==> src/rtl/gsi_jtag_tap_responder.sv <==
// ============================================================================
// Module  : gsi_jtag_tap_responder
// Purpose : Oversampled IEEE 1149.1 TAP target returning a fixed IDCODE.
// Revision: 1.0  initial release
// ============================================================================
`default_nettype none

module gsi_jtag_tap_responder #(
  parameter logic [31:0]     IDCODE     = 32'h000A01B3,
  parameter int              IR_W       = 3,
  parameter logic [IR_W-1:0] INS_IDCODE = 3'b001,
  parameter logic [IR_W-1:0] INS_BYPASS = 3'b111
) (
  input  logic            i_clk,
  input  logic            i_resetb,
  input  logic            TCK,
  input  logic            TMS,
  input  logic            TDI,
  output logic            TDO,
  output logic            o_tdo_en,
  output logic [3:0]      o_tap_state,
  output logic [IR_W-1:0] o_ir,
  output logic            o_idcode_sel
);

  typedef enum logic [3:0] {
    TLR    = 4'd0,  RTI    = 4'd1,  SEL_DR = 4'd2,  CAP_DR = 4'd3,
    SH_DR  = 4'd4,  EX1_DR = 4'd5,  PAU_DR = 4'd6,  EX2_DR = 4'd7,
    UPD_DR = 4'd8,  SEL_IR = 4'd9,  CAP_IR = 4'd10, SH_IR  = 4'd11,
    EX1_IR = 4'd12, PAU_IR = 4'd13, EX2_IR = 4'd14, UPD_IR = 4'd15
  } tap_state_e;

  localparam logic [IR_W-1:0] IR_CAPTURE = {{(IR_W-1){1'b0}}, 1'b1};

  // [0],[1] synchronise; [2] is history used for edge detect and alignment
  logic [2:0]      tck_sync_q, tck_sync_d;
  logic [2:0]      tms_sync_q, tms_sync_d;
  logic [2:0]      tdi_sync_q, tdi_sync_d;
  tap_state_e      state_q, state_d, state_nxt;
  logic [IR_W-1:0] ir_q, ir_d;
  logic [IR_W-1:0] ir_sh_q, ir_sh_d;
  logic [31:0]     dr_q, dr_d;
  logic            byp_q, byp_d;
  logic            tdo_q, tdo_d;
  logic            tdo_en_q, tdo_en_d;

  logic tck_rise, tck_fall, tms_s, tdi_s, idcode_sel, bypass_sel;

  assign tck_rise   = tck_sync_q[1] & ~tck_sync_q[2];
  assign tck_fall   = ~tck_sync_q[1] & tck_sync_q[2];
  assign tms_s      = tms_sync_q[2];
  assign tdi_s      = tdi_sync_q[2];
  assign idcode_sel = (ir_q == INS_IDCODE);
  // Undefined opcodes fall back to the bypass register as well
  assign bypass_sel = (ir_q == INS_BYPASS) | ~idcode_sel;

  always_comb begin
    state_nxt = state_q;
    case (state_q)
      TLR:     state_nxt = tms_s ? TLR    : RTI;
      RTI:     state_nxt = tms_s ? SEL_DR : RTI;
      SEL_DR:  state_nxt = tms_s ? SEL_IR : CAP_DR;
      CAP_DR:  state_nxt = tms_s ? EX1_DR : SH_DR;
      SH_DR:   state_nxt = tms_s ? EX1_DR : SH_DR;
      EX1_DR:  state_nxt = tms_s ? UPD_DR : PAU_DR;
      PAU_DR:  state_nxt = tms_s ? EX2_DR : PAU_DR;
      EX2_DR:  state_nxt = tms_s ? UPD_DR : SH_DR;
      UPD_DR:  state_nxt = tms_s ? SEL_DR : RTI;
      SEL_IR:  state_nxt = tms_s ? TLR    : CAP_IR;
      CAP_IR:  state_nxt = tms_s ? EX1_IR : SH_IR;
      SH_IR:   state_nxt = tms_s ? EX1_IR : SH_IR;
      EX1_IR:  state_nxt = tms_s ? UPD_IR : PAU_IR;
      PAU_IR:  state_nxt = tms_s ? EX2_IR : PAU_IR;
      EX2_IR:  state_nxt = tms_s ? UPD_IR : SH_IR;
      UPD_IR:  state_nxt = tms_s ? SEL_DR : RTI;
      default: state_nxt = TLR;
    endcase
  end

  always_comb begin
    tck_sync_d = {tck_sync_q[1:0], TCK};
    tms_sync_d = {tms_sync_q[1:0], TMS};
    tdi_sync_d = {tdi_sync_q[1:0], TDI};
    state_d    = state_q;
    ir_d       = ir_q;
    ir_sh_d    = ir_sh_q;
    dr_d       = dr_q;
    byp_d      = byp_q;
    tdo_d      = tdo_q;
    tdo_en_d   = tdo_en_q;

    if (tck_rise) begin
      state_d = state_nxt;
      case (state_q)
        CAP_DR: begin
          if (idcode_sel) dr_d  = IDCODE;
          if (bypass_sel) byp_d = 1'b0;
        end
        SH_DR: begin
          if (idcode_sel) dr_d  = {tdi_s, dr_q[31:1]};
          if (bypass_sel) byp_d = tdi_s;
        end
        CAP_IR:  ir_sh_d = IR_CAPTURE;
        SH_IR:   ir_sh_d = {tdi_s, ir_sh_q[IR_W-1:1]};
        default: ;
      endcase
    end

    // Output side moves on the falling edge so TDO is settled by the next rise
    if (tck_fall) begin
      case (state_q)
        UPD_IR:  ir_d  = ir_sh_q;
        TLR:     ir_d  = INS_IDCODE;
        SH_DR:   tdo_d = idcode_sel ? dr_q[0] : byp_q;
        SH_IR:   tdo_d = ir_sh_q[0];
        default: ;
      endcase
      tdo_en_d = (state_q == SH_DR) || (state_q == SH_IR);
    end
  end

  always_ff @(posedge i_clk or negedge i_resetb) begin
    if (!i_resetb) begin
      tck_sync_q <= 3'b000;
      tms_sync_q <= 3'b000;
      tdi_sync_q <= 3'b000;
      state_q    <= TLR;
      ir_q       <= INS_IDCODE;
      ir_sh_q    <= IR_CAPTURE;
      dr_q       <= IDCODE;
      byp_q      <= 1'b0;
      tdo_q      <= 1'b0;
      tdo_en_q   <= 1'b0;
    end else begin
      tck_sync_q <= tck_sync_d;
      tms_sync_q <= tms_sync_d;
      tdi_sync_q <= tdi_sync_d;
      state_q    <= state_d;
      ir_q       <= ir_d;
      ir_sh_q    <= ir_sh_d;
      dr_q       <= dr_d;
      byp_q      <= byp_d;
      tdo_q      <= tdo_d;
      tdo_en_q   <= tdo_en_d;
    end
  end

  assign TDO          = tdo_q;
  assign o_tdo_en     = tdo_en_q;
  assign o_tap_state  = state_q;
  assign o_ir         = ir_q;
  assign o_idcode_sel = idcode_sel;

endmodule

`default_nettype wire

==> config.mk <==
export PLATFORM = sky130hd
export DESIGN_NAME = gsi_jtag_tap_responder
export DESIGN_NICKNAME = d
export VERILOG_FILES = /design/src/rtl/gsi_jtag_tap_responder.sv
export SDC_FILE = /design/constraint.sdc
export NUM_CORES = 1
export LEC_CHECK = 0
export ABC_AREA = 1
export CORE_MARGIN = 2
export CORE_UTILIZATION = 47
export DETAILED_ROUTE_END_ITERATION = 10
export PLACE_DENSITY = 0.66
export SYNTH_ARGS = -nofsm -noshare
export SYNTH_HDL_FRONTEND = slang
export SYNTH_SLANG_ARGS = --single-unit
==> constraint.sdc <==
create_clock -name i_clk -period 1.8 [get_ports i_clk]
set_input_delay 0.54 -clock i_clk [delete_from_list [all_inputs] [get_ports i_clk]]
set_output_delay 0.54 -clock i_clk [all_outputs]
set_load 0.02 [all_outputs]
# After elaboration in Yosys (flattened, before gate mapping)
# Cells that the tools add are included.
# op_classes
eq_ne,21
mux,23
bitwise_logic,6
reduce_logical,14
# ops
operator,count
32-bit two-way mux,2
32-bit one-hot mux with 2 select lines,1
4-bit one-hot mux with 12 select lines,1
4-bit equality test (second input constant),8
4-bit by 3-bit equality test with 1-bit output (second input constant),4
4-bit two-way mux,4
3-bit one-hot mux with 2 select lines,2
4-bit by 2-bit equality test with 1-bit output (second input constant),2
2-bit inequality test (second input constant),4
4-bit AND reduction,2
2-bit nonzero test,4
1-bit two-way mux,6
2-bit two-way mux,3
3-bit two-way mux,2
2-bit AND reduction,3
4-bit by 1-bit equality test with 1-bit output (second input constant),1
4-bit logical NOT,1
1-bit one-hot mux with 2 select lines,2
2-bit OR reduction,2
3-bit by 1-bit equality test with 1-bit output (second input constant),1
3-bit equality test (second input constant),1
1-bit inverter,3
3-bit OR reduction,1
1-bit AND,2
2 further kinds,2
# totals
register_bits,54
inputBits,5
output_inout_bits,10
wordCells,74

# Longest topological paths before layout
# Gate-level depths: netlist of run 1.
# logic_depth
word_depth,5
depth_mapped,11
ltp_nobuf,9

# Worst setup path after synthesis of run 1
# OpenSTA, ideal clock, no wires.
# synth_path
path_type,register to output
startpoint,"register ir_q[0], in the netlist o_ir[0]"
endpoint,output o_idcode_sel
arrival_ns,1.053
required_time_ns,1.260
path_slack_ns,0.207
stages_incl_launch_ff,3
path_buffers,0
path_cell_list,dfstp_2 -> nand3_1 -> inv_1
# synth_via
elab_chain_len,1
# synth_rtl
element,line_no,source
"start, declared",40,"logic [IR_W-1:0] ir_q, ir_d;"
"start signal, assigned",139,ir_q <= ir_d;
3-bit by 1-bit equality test with 1-bit output,53,assign idcode_sel = (ir_q == INS_IDCODE);
"end, declared",23,output logic o_idcode_sel
# No other way between the ends.

# Worst setup path in the final report of run 1
# Ends and elaborated chain as after synthesis.

==> results.yml, run 1 <==
outcome:
  status: "complete, no violations"
global_route:
  grt_use_met3: 0.0397
  antenna_found_initial: 0
  grtUsageMet2: 0.235
  grt_usage: 0.168
  grt_pass1_wl_um: 7290
  grt_pass1_vias: 1590
  busiest_layer: "met1"
  grt_max_degree: 55
  overflow: 0
  grt_util_met1: 0.258
floorplanning:
  rows: 26
  io_pins: 15
  initial_core_util: 0.480
  die_x_um: 75.5
  die_height_um: 75.5
  dieArea_um2: 5700
  core-area_um2: 5010
drt:
  drt_pass1_iterations: 4
  vias_per_cell: 4.90
  drt_iter0_markers: 134
  wl_per_cell_um: 11.1
  routed_wl_um: 4140
  ant_nets: 0
  route.vias.total: 1828
  drc_errors: 0
yosys:
  yosys-top-cells-area: "dfrtp_1 46%, nand2_1 18%, dfstp_2 11%, nand3_1 6.9%, o21ai_0 2.9%"
  synth_top_area_frac: 0.458
  synth-edff-count: 0
  syn_area_per_cell_um2: 8.55
  synthArstFlopShare: 1.00
  synth_largest_area_cell: "dfrtp_1"
  synth-seq-cells: 54
  synth_cells: 281
  yosysUniqueCellTypes: 22
  synth_common_cells: "112 x nand2_1, 44 x dfrtp_1, 33 x nand3_1, 16 x inv_1, 14 x o21ai_0"
  syn_nets: 286
  synth_flop_cell: "dfrtp_1"
  synthesis.area_um2: 2400
  seq_area_frac_synth: 0.568
  yosys_warnings: 0
  yosysMostFrequentCell: "nand2_1"
power:
  power.density_nw_per_um2: 1390
  p_seq_frac: 0.430
  p_int_mw: 2.46
  netSwitchingPower_mw: 1.36
  ir_worst_vdd_mv: 0.612
  comb_power_share: 0.355
  netSwitchingFraction: 0.356
  power_frac_clock: 0.215
  p_leak_nw: 1.49
place:
  routabilityCongestion: 0.940
  portBuffers: 14
  place_hpwl_um: 2690
cts:
  clk_pin_slew_ps: 90
  numClockSinks: 54
  cts_tree: "yes"
  cts_buffer_depth: 2
  numCtsBuffers: 5
  htree_levels: 2
  cts_setup_buffers: 0
  cts_root_buffer: "clkbuf_8"
  insertion_delay_ps: 300
worst_setup_path:
  end_kind: "output pin"
  ff2ff_setup_slack_ps: 200
  worstSetupStartpointType: "register"
  r2r_end: "dr_q[31]"
  r2r_cells: 10
  arrival_ps: 1140
  r2r-start: "o_tap_state[0]"
  critPathKind: "register to output pin"
  required_ps: 1260
  crit_fanout: 2
sta:
  maxSlewHeadroom: 0.802
  period_share: 0.933
  finalSetupViolations: 0
  skew_ps: 8.70
  slew_violations: 0
  finalHoldViolCount: 0
  rsz0062_at_grt: "false"
  worstMarginPinSlew_ps: 295
  fin_tns_setup_ps: 0
  max_freq_mhz: 595
  min_period_ps: 1680
final_layout:
  finalNetCount: 307
  drive_above_1_share: 0.145
  area_growth_syn_to_layout_pct: 14.4
  postLayoutCoreUtil: 0.548
  diodes: 0
flow_run:
  maxCapViolations: 0
hold_path:
  hold_path_class: "input port to async pin"
[routing by layer]
| metal | routed length [µm] | vias to the layer above |
|---|---|---|
| met5 | 0 | - |
| met4 | 55 | 0 |
| met3 | 228 | 5 |
| met2 | 1800 | 46 |
| met1 | 2050 | 847 |
| li1 | - | 930 |
[state kept, by name, indices dropped and copies added, names as in the netlist]
name         cells
tms_sync_q       3
o_ir             3
TDO              1
tck_sync_q       3
tdi_sync_q       3
o_tdo_en         1
dr_q            32
ir_sh_q          3
o_tap_state      4
byp_q            1
[layout by cell type (no fill, tap or decap)]
| cell | instances |
|---|---|
| nor2_8 | 1 |
| buf_4 | 8 |
| a31oi_1 | 2 |
| inv_1 | 16 |
| buf_2 | 2 |
| nand2_2 | 2 |
| dlymetal6s2s_1 | 1 |
| a21oi_1 | 3 |
| dlygate4sd2_1 | 7 |
| bufinv_16 | 1 |
| nor2_4 | 1 |
| clkbuf_1 | 1 |
| o21bai_1 | 1 |
| a21oi_2 | 1 |
| dfstp_2 | 10 |
| clkbuf_8 | 6 |
| inv_4 | 1 |
| o21ai_1 | 8 |
| clkdlybuf4s50_1 | 3 |
| nand3_1 | 33 |
| clkbuf_2 | 1 |
| o21ai_0 | 14 |
| nor2_1 | 13 |
| buf_12 | 3 |
| inv_2 | 3 |
| nand4_1 | 1 |
| nor2_2 | 4 |
| nand2_1 | 112 |
| dfrtp_1 | 44 |
[logic make-up (layout without fill, tap and decap cells)]
kind of cell | count (synthesis) | count (layout) | share of synthesized area
compound gates | 29 | 29 | 0.0641
simple gates | 167 | 167 | 0.295
flops | 54 | 54 | 0.568
buf+inv | 31 | 53 | 0.0729
[through the flow]
| stage | total power, mW | instances | area [µm²] | setup WS, ps | hold slack (ps) |
|---|---|---|---|---|---|
| after detailed placement | 3.10 | 365 | 2650 | 8.90 | 336 |
| after floorplan | 2.56 | 281 | 2400 | 207 | 244 |
| after CTS | 3.88 | 373 | 2760 | 1.80 | 220 |
| after global placement | 3.09 | 365 | 2650 | 21.3 | 332 |
| after global routing | 4.10 | 373 | 2750 | 43.1 | 233 |
| final | 3.82 | 373 | 2750 | 120 | 201 |
[how the worst max path moves through the flow]
stage               slack (ps)            to            from
CTS                          2       o_ir[2]         o_ir[2]
global route                40      dr_q[31]  o_tap_state[0]
floorplan                  210  o_idcode_sel         o_ir[0]
finish                     120  o_idcode_sel         o_ir[0]
global placement            20  o_idcode_sel         o_ir[0]
detailed placement           9  o_idcode_sel         o_ir[0]
[repair_timing]
| action | in CTS | in global routing |
|---|---|---|
| hold buffers | 0 | 0 |
| endpoints found under the setup margin | 9 | 3 |
| gates resized for setup | 12 | 3 |
[power by group through the flow]
| stage | Combinational, mW | Clock [mW] | Sequential [mW] |
|---|---|---|---|
| after floorplan | 0.819 | 0 | 1.74 |
| after global placement | 1.42 | 0 | 1.66 |
| after detailed placement | 1.43 | 0 | 1.67 |
| after CTS | 1.38 | 0.848 | 1.65 |
| after global routing | 1.52 | 0.903 | 1.68 |
| final | 1.35 | 0.820 | 1.64 |
[cell type report]
cell class	instances	area (µm²)
Sequential cell	54	1360
Inverter	20	77.6
Clock buffer	7	86.3
Timing Repair Buffer	25	239
Fill cell	503	2260
Multi-Input combinational cell	196	863
Tap cell	70	87.6
Clock inverter	1	30.0
[critical path, stage by stage, from the launching register on]
cell,delay (ps)
dfstp_2,540
nand3_1,90
inv_1,60
buf_2,150
Power figures use the tool's default switching activity.
==> run 2: changes to the inputs <==
Clock period 1.8 ns to 1.9 ns, I/O delays scaled along.
==> results.yml, run 2 (synthesis gave the netlist of run 1 again) <==
cts:
  cts_buffer_depth: 2
  numCtsBuffers: 5
  insertion_delay_ps: 310
  numClockSinks: 54
  cts_setup_buffers: 0
  cts_root_buffer: "clkbuf_8"
  cts_hold_buf: 0
  htree_levels: 2
  cts_tree: "yes"
  clk_pin_slew_ps: 90
floorplanning:
  die_x_um: 75.5
  rows: 26
  initial_core_util: 0.480
  io_pins: 15
  die_height_um: 75.5
  core-area_um2: 5010
  dieArea_um2: 5700
final_layout:
  finalNonFillerCells: 371
  largest_reg_flops: 32
  drive_above_1_share: 0.140
  largest-register: "dr_q"
  diodes: 0
  area_growth_syn_to_layout_pct: 13.5
  final_common_cell: "nand2_1"
  most-common-layout-cells: "112 x nand2_1, 44 x dfrtp_1, 33 x nand3_1"
  finalNetCount: 305
  fillers: 475
flow_run:
  maxCapViolations: 0
worst_setup_path:
  worstSetupStartpointType: "register"
  r2r_end: "dr_q[20]"
  arrival_ps: 1260
  cpMaxStageDelayCell: "clkdlybuf4s50_1"
  r2r-start: "o_tap_state[1]"
  cpPeakStageDelay_ps: 610
  ff2ff_setup_slack_ps: 330
  cp.buffers_inverters: 1
  critPathCapture: "o_tap_state[1]"
  end_kind: "output pin"
  path_depth: 1
  critPathTopFamily: "buffers and inverters"
  startpoint: "o_tap_state[1]"
  crit_fanout: 2
  r2r_cells: 9
  cp_cell_sequence: "clkdlybuf4s50_1"
  required_ps: 1330
  critPathKind: "register to output pin"
global_route:
  antenna_found_initial: 0
  grt_max_degree: 41
  grt_pass1_vias: 1621
  grt_usage: 0.167
  grt_pass1_wl_um: 7180
  overflow: 0
sta:
  min_period_ps: 1830
  period_share: 0.965
  holdWs_ps: 168
  finalHoldViolCount: 0
  rsz0062_at_grt: "false"
  finalSetupViolations: 0
  fin_tns_setup_ps: 0
  skew_ps: 15.7
  maxSlewHeadroom: 0.752
  worstMarginPinSlew_ps: 372
  slew_violations: 0
  max_freq_mhz: 545
power:
  power.density_nw_per_um2: 1310
  p_leak_nw: 1.46
  ir_worst_vdd_mv: 0.524
drt:
  route.vias.total: 1801
  vias_per_cell: 4.85
  routed_wl_um: 4120
  drc_errors: 0
  wl_per_cell_um: 11.1
  drt_pass1_iterations: 5
  ant_nets: 0
  drt_iter0_markers: 137
place:
  placed_cells: 363
  routabilityCongestion: 0.921
  portBuffers: 14
  place_hpwl_um: 2720
hold_path:
  hold_path_class: "input port to async pin"
outcome:
  status: "complete, no violations"
[run 2: cell count changes in the layout (fill, tap and decap cells not counted), sizes merged]
cell / before / now
clkdlybuf4s50: 3 / 8
dlygate4sd2: 7 / 3
buf: 13 / 10
clkbuf: 8 / 6
clkinv: 0 / 1
inv: 20 / 21
[run 2: metrics by stage]
| stage | utilization | cell area [µm²] | worst slack, ps | total power, mW |
|---|---|---|---|---|
| after floorplan | - | 2400 | 277 | 2.42 |
| after global placement | 0.523 | 2620 | 76.8 | 2.86 |
| after detailed placement | 0.523 | 2620 | 68.8 | 2.87 |
| after CTS | 0.545 | 2730 | 22.0 | 3.61 |
| after global routing | 0.544 | 2730 | 6.73 | 3.84 |
| final | 0.544 | 2730 | 66.0 | 3.56 |
[run 2: what timing repair did]
action                     in CTS  in global routing
setup endpoints to repair       4                  2
gates cloned                    0                  0
pin swaps                       0                  0
resized for setup               5                  2
[run 2: worst min-delay path by stage]
stage	endpoint
2_1_floorplan	TDO
3_3_place_gp	tdi_sync_q[1]
3_5_place_dp	tck_sync_q[1]
4_1_cts	o_tap_state[1]
5_1_grt	ir_sh_q[2]
6_report	o_tap_state[1]
[run 2: area by class of cell]
class,count,area (µm²),area share
repair buffers,23,221,0.0812
clock inverters,3,43.8,0.0161
well taps,70,87.6,0.0321
inverters,20,77.6,0.0285
multi-input cells,196,863,0.317
flip-flops and latches,54,1360,0.500
clock buffers,5,68.8,0.0252
[run 2: routing by layer]
metal  GRT usage  part of all wire
met4      0.0585             0.013
met5           0                 0
met3      0.0397             0.046
met1       0.241              0.50
met2       0.247              0.44
[run 2: report_power, final]
group          switching, mW  total [mW]  internal, mW
Clock                  0.367       0.762         0.395
Sequential             0.124        1.55          1.42
Combinational          0.796        1.25         0.454
==> run 3: changes to the inputs <==
==> constraint.sdc (replaced) <==
create_clock -name i_clk -period 1.7 [get_ports i_clk]
set_input_delay 0.51 -clock i_clk [delete_from_list [all_inputs] [get_ports i_clk]]
set_output_delay 0.51 -clock i_clk [all_outputs]
set_load 0.005 [all_outputs]
==> results.yml, run 3 (synthesis gave the netlist of run 1 again) <==
global_route:
  grt_max_degree: 44
  overflow: 0
  grt_usage: 0.168
  grt_pass1_wl_um: 7220
  grt_pass1_vias: 1632
  antenna_found_initial: 0
power:
  ir_worst_vdd_mv: 1.04
  p_leak_nw: 1.61
  power_mw: 4.03
  power.density_nw_per_um2: 1420
worst_setup_path:
  startpoint: "o_tap_state[3]"
  worstSetupStartpointType: "register"
  end_kind: "register"
  crit_fanout: 6
  critPathKind: "register to register"
  required_ps: 1930
  arrival_ps: 1820
  r2r-start: "o_tap_state[3]"
final_layout:
  final_common_cell: "nand2_1"
  most-common-layout-cells: "112 x nand2_1, 40 x dfrtp_1, 32 x nand3_1"
  finalNetCount: 314
  area_growth_syn_to_layout_pct: 18.4
  largest_reg_flops: 32
  largest-register: "dr_q"
  postLayoutCellArea_um2: 2850
  fillers: 487
  diodes: 0
  drive_above_1_share: 0.181
  finalNonFillerCells: 380
place:
  placed_area_um2: 2630
  placed_cells: 362
  portBuffers: 14
  place_hpwl_um: 2790
  routabilityCongestion: 0.934
cts:
  cts_hold_buf: 0
  clk_pin_slew_ps: 90
  cts_root_buffer: "clkbuf_8"
  cts_tree: "yes"
  numClockSinks: 54
  numCtsBuffers: 5
  cts_buffer_depth: 2
  htree_levels: 2
  insertion_delay_ps: 300
sta:
  worstMarginPinSlew_ps: 316
  skew_ps: 6.68
  max_freq_mhz: 627
  min_period_ps: 1590
  finalHoldViolCount: 0
  period_share: 0.938
  maxSlewHeadroom: 0.790
  slew_violations: 0
  finalSetupViolations: 0
flow_run:
  maxCapViolations: 0
drt:
  wl_per_cell_um: 11.5
  drc_errors: 0
  ant_nets: 0
  routed_wl_um: 4380
  vias_per_cell: 4.86
  drt_iter0_markers: 148
  route.vias.total: 1845
  drt_pass1_iterations: 4
floorplanning:
  die_x_um: 75.5
  io_pins: 15
  die_height_um: 75.5
  core-area_um2: 5010
  rows: 26
  initial_core_util: 0.480
  dieArea_um2: 5700
hold_path:
  hold_path_class: "input port to async pin"
outcome:
  status: "complete, no violations"
## run 3: layer usage
metal,up-vias,GRT usage,share of wire
met5,-,0,0
met4,0,0.0468,0.010
met2,30,0.258,0.44
met3,5,0.0437,0.032
li1,943,-,-
met1,867,0.237,0.52
## run 3: power breakdown
group / leakage, nW / internal (mW) / switching, mW / total (mW)
logic: 0.867 / 0.606 / 0.868 / 1.47
registers: 0.688 / 1.60 / 0.119 / 1.72
clock network: 0.0514 / 0.439 / 0.400 / 0.840
## run 3: worst paths after layout
kind	to	slack [ps]	cells past startpoint
worst min register to register	tck_sync_q[1]	360	0
worst max register to register	o_ir[0]	110	7
worst max-delay path	o_ir[0]	110	7
max in group asynchronous	dr_q[17]	1040	2
min in group i_clk	tck_sync_q[1]	360	0
worst min-delay path	ir_sh_q[1]	90	1
## run 3: area by class of cell
cell class / instances / area [µm²] / area share
clock buffer: 6 / 72.6 / 0.0255
clock inverter: 2 / 37.5 / 0.0132
inverter: 20 / 80.1 / 0.0281
multi-input combinational: 196 / 881 / 0.310
sequential: 54 / 1370 / 0.481
tap: 70 / 87.6 / 0.0308
timing repair buffer: 32 / 318 / 0.112
## run 3: what timing repair did
item                                    4_1_cts  5_1_grt
resized for setup                            10       13
gates cloned                                  0        0
hold endpoints to repair                      0        0
endpoints found under the setup margin        7       23
pin swaps                                     0        1
buffers inserted                              6        4
## run 3: worst max-delay path, stage by stage (launching register included)
cell,delay (ps)
dfrtp_2,410
buf_4,150
nor2_1,170
buf_4,150
nand2_1,180
a21oi_4,260
nor2_1,60
a31oi_1,140
## run 3: per-stage QoR
stage | setup TNS, ps | utilization | hold slack [ps] | setup WS, ps
after floorplan | 0 | - | 214 | 257
after global placement | 0 | 0.524 | 332 | 44.6
after detailed placement | 0 | 0.524 | 336 | 11.6
after CTS | 0 | 0.556 | 75.8 | 8.40
after global routing | -0.713 | 0.568 | 80.5 | -0.713
final | 0 | 0.568 | 86.9 | 105
